$ cat src/rtl/uart_rx_fifo.sv
// uart_rx_fifo: receive FIFO between uart_rx and the CPU read path, with fill-level rts.
// Ports: clk, resetn (async active-low); in_valid/in_data/in_ack (uart_rx handshake);
// rd_en/rd_data/rd_valid (CPU read of head byte, 00 when empty); level (occupancy); rts.
// Define UART_RX_FIFO_FLUSH_EN to add input flush, which empties the FIFO at a posedge.
module uart_rx_fifo #(
  parameter int DEPTH = 8,
  parameter int RTS_THRESHOLD = DEPTH - 2
) (
  input  logic                   clk,
  input  logic                   resetn,
  input  logic                   in_valid,
  input  logic [7:0]             in_data,
  output logic                   in_ack,
  input  logic                   rd_en,
  output logic [7:0]             rd_data,
  output logic                   rd_valid,
  output logic [$clog2(DEPTH):0] level,
  output logic                   rts
`ifdef UART_RX_FIFO_FLUSH_EN
  ,
  input  logic                   flush
`endif
);
  localparam int AW = $clog2(DEPTH);
  localparam logic [AW:0] FULL = DEPTH[AW:0];
  localparam logic [AW:0] THR = RTS_THRESHOLD[AW:0];
  logic [7:0] mem [DEPTH];
  logic [AW-1:0] wr_ptr, rd_ptr;
  logic [AW:0] level_nxt;
  logic push, pop, fl;
`ifdef UART_RX_FIFO_FLUSH_EN
  assign fl = flush;
`else
  assign fl = 1'b0;
`endif
  // in_ack doubles as the holdoff: uart_rx still shows the old byte during the ack cycle
  assign push = in_valid && !in_ack && level != FULL && !fl;
  assign pop = rd_en && rd_valid && !fl;
  assign level_nxt = fl ? '0 : level + (AW+1)'(push) - (AW+1)'(pop);
  assign rd_valid = level != '0;
  assign rd_data = rd_valid ? mem[rd_ptr] : 8'h00;
  always_ff @(posedge clk or negedge resetn)
    if (!resetn) begin
      wr_ptr <= '0;
      rd_ptr <= '0;
      level <= '0;
      in_ack <= 1'b0;
      rts <= 1'b0;
    end else begin
      wr_ptr <= wr_ptr + AW'(push);
      rd_ptr <= fl ? wr_ptr : rd_ptr + AW'(pop);
      level <= level_nxt;
      in_ack <= push;
      rts <= level_nxt >= THR;
    end
  always_ff @(posedge clk)
    if (push) mem[wr_ptr] <= in_data;
endmodule

$ cat config.mk
export PLATFORM = sky130hd
export DESIGN_NAME = uart_rx_fifo
export DESIGN_NICKNAME = d
export VERILOG_FILES = /design/src/rtl/uart_rx_fifo.sv
export SDC_FILE = /design/constraint.sdc
export NUM_CORES = 1
export LEC_CHECK = 0
export BUFFER_PORTS_ARGS = -buffer_cell sky130_fd_sc_hd__buf_2
export CAP_MARGIN = 20
export CORE_AREA = 2 2 98 100
export CTS_BUF_LIST = sky130_fd_sc_hd__clkbuf_8
export DETAILED_ROUTE_END_ITERATION = 10
export DIE_AREA = 0 0 100 102
export PLACE_DENSITY = 0.6
export REMOVE_ABC_BUFFERS = 1
export SYNTH_ARGS = -nofsm -noshare
export SYNTH_HDL_FRONTEND = slang
export SYNTH_SLANG_ARGS = --single-unit
export TNS_END_PERCENT = 20
$ cat constraint.sdc
create_clock -name clk -period 2.4 [get_ports clk]
set_input_delay 0.36 -clock clk [delete_from_list [all_inputs] [get_ports clk]]
set_output_delay 0.36 -clock clk [all_outputs]
set_load 0.02 [all_outputs]
==> flow_summary.ini <==
[routing]
drtPass1Iterations = 4
drtIter0Drc = 87
wire_per_inst_um = 16.4
drc = 0
vias = 1724
final_antenna_net_count = 0
wl_um = 5880
vias_per_cell = 4.82

[setup_path]
path_max_fanout = 3
startpoint_type = flip-flop
crit_chain = inv_2, ha_1, or3b_4, and2_4, xnor2_2, ha_2, inv_2, fa_1, inv_2, a22o_1, a221o_1
worst_path_max_delay_cell = fa_1
path_buf_inv = 3
worstPathArrival_ns = 2.92
timing.rr.start = level[2]$_DFF_PN0_
critical-path-top-cell-by-count = inv_2
reg2reg_to = rts$_DFF_PN0_
criticalPathCategory = reg2reg
slowest_delay_ns = 0.51
end_kind = flip-flop
worstPathRequired_ns = 2.64
critPathTopFamily = adder cells
r2r_setup_slack_ns = -0.28
reg2reg_depth = 11

[finish]
layout-drive-gt1-share = 0.291
multi_input_area_um2 = 865
fillCellCount = 834
seq_area_um2 = 2220
areaGrowthSynthToFinish_pct = 19.8
final_util = 0.414
nNetsFinal = 263
antenna_cells = 0

[sta]
clock_skew_ns = 0.00584
timing.final.ws_setup_ns = -0.284
max_clock_freq_mhz = 373
slew_headroom = 0.333
setup_viol = 2
fin_crit_sh = 1.12
finalSetupTns_ns = -0.316
worst_hold_slack_ns = 0.277
worstMarginPinSlew_ns = 0.997
drv_slew = 0
final.min_clock_period_ns = 2.68
rsz0062_at_grt = yes
finalHoldViolations = 0

[placement]
hpwlAfterDp_um = 3820
port_buffers = 26
gp_congestion = 0.701

[clocking]
cts_tree = built
cts_buffer_depth = 2
cts_root_buf = clkbuf_8
cts_made_buffers = 9
clk_latency_ns = 0.34
clkTransAtPathRegs_ns = 0.08
htree_levels = 3
cts_sinks = 76

[synthesis]
synth_seq_cells = 76
synth_cell_type_count = 31
synth-edff-count = 64
synth_area_um2 = 3140
synth_common_cells = edfxtp_1 (64), mux2i_1 (32), a22oi_1 (16)
async_flop_share = 0.158
synth_seq_area_share = 0.707
yosys.area.top_type = edfxtp_1
synth_most_common_cell = edfxtp_1
synth_top_area_share = 0.611
synth.avg_cell_area_um2 = 16.5
syn_inst = 191
synth_warnings = 0
yosys_most_used_dff = edfxtp_1
synth_area_leaders = edfxtp_1 (61%), mux2i_1 (10%), dfrtp_1 (9.6%)

[flow_run]
cap_violations = 0

[global_route]
grt_first_pass_wirelength_um = 9140
grt_pass1_vias = 1759
grt_usage = 0.125
antenna_found_initial = 0
grt_overflow = 0
grt_max_degree = 18

[power_and_ir_drop]
vdd_drop_max_uv = 753
fin_total_pwr_mw = 4.86
leakage_nw = 1.46
p_per_area_nw_per_um2 = 1290

[outcome]
violations = setup timing
status = complete, but fails checks

[floorplan]
dieArea_um2 = 10200
ios = 27
start_util = 0.345
die_h_um = 102
die_w_um = 100
core-area_um2 = 9110
row_count = 35

[min_path]
worst_hold_path_type = in2reg
hp-start = in_data[2]
min_to = mem[3][2]$_DFFE_PP_
min_path_cells = 1
[state kept, by name (all words and copies together) (netlist names)]
register,flops
mem,64
level,4
rd_ptr,3
wr_ptr,3
in_ack,1
rts,1
[metrics by stage]
stage                     cells  setup slack, ns  instance area, um2
after global routing        358           -0.366                3770
final                       358           -0.284                3770
after global placement      340           -0.313                3510
after detailed placement    340           -0.317                3510
after floorplan             183           -0.491                3090
after CTS                   357           -0.293                3760
[worst max path at each step]
stage                                  start             to  slack (ns)  cells after the start
after floorplan           level[2]$_DFF_PN0_  rts$_DFF_PN0_       -0.49                     11
after global placement    level[2]$_DFF_PN0_  rts$_DFF_PN0_       -0.31                     11
after detailed placement  level[2]$_DFF_PN0_  rts$_DFF_PN0_       -0.32                     11
after CTS                 level[2]$_DFF_PN0_  rts$_DFF_PN0_       -0.29                     11
after global routing      level[2]$_DFF_PN0_  rts$_DFF_PN0_       -0.37                     11
final                     level[2]$_DFF_PN0_  rts$_DFF_PN0_       -0.28                     11
[placed cells by master (no fill, tap or decap), drive strengths merged, types with 6 or more instances in the layout]
master and n:
clkbuf 9, a22oi 16, dfrtp 12, edfxtp 64, inv 6, and3 9, ha 8, buf 47
mux2i 32, nor2 8
[routing by layer]
metal,vias to the layer above,track usage,wire length (um)
met3,11,0.0445,390
met4,0,0.0685,150
met1,827,0.157,2570
met2,52,0.190,2760
li1,834,-,-
met5,-,0,0
[cell families (layout without fill, tap and decap cells)]
kind of cell / count (synthesis) / count (layout) / synth area share
simple gates: 33 / 33 / 0.0601
fa+ha+maj: 9 / 9 / 0.0382
flops: 76 / 76 / 0.707
mux: 32 / 32 / 0.102
xor+xnor: 6 / 6 / 0.0167
compound gates: 22 / 22 / 0.0537
buf+inv: 13 / 69 / 0.0227
[what timing repair did]
| action | 4_1_cts | 5_1_grt |
|---|---|---|
| buffers inserted | 0 | 1 |
| pin swaps | 4 | 0 |
| hold endpoints to repair | 12 | 0 |
| hold buffers | 1 | 0 |
| setup endpoints to repair | 3 | 5 |
| gates resized for setup | 4 | 2 |
[power by group]
part / switching [mW] / internal [mW]
combinational: 1.11 / 0.898
clock: 0.483 / 0.590
sequential: 0.115 / 1.67
total: 1.70 / 3.16
[area by class of cell]
class,count,area share
clock buffers,9,0.0329
clock inverters,7,0.0266
inverters,5,0.00498
multi-input cells,102,0.229
flip-flops and latches,76,0.590
well taps,111,0.0369
repair buffers,48,0.0790
Power figures use the tool's default switching activity.
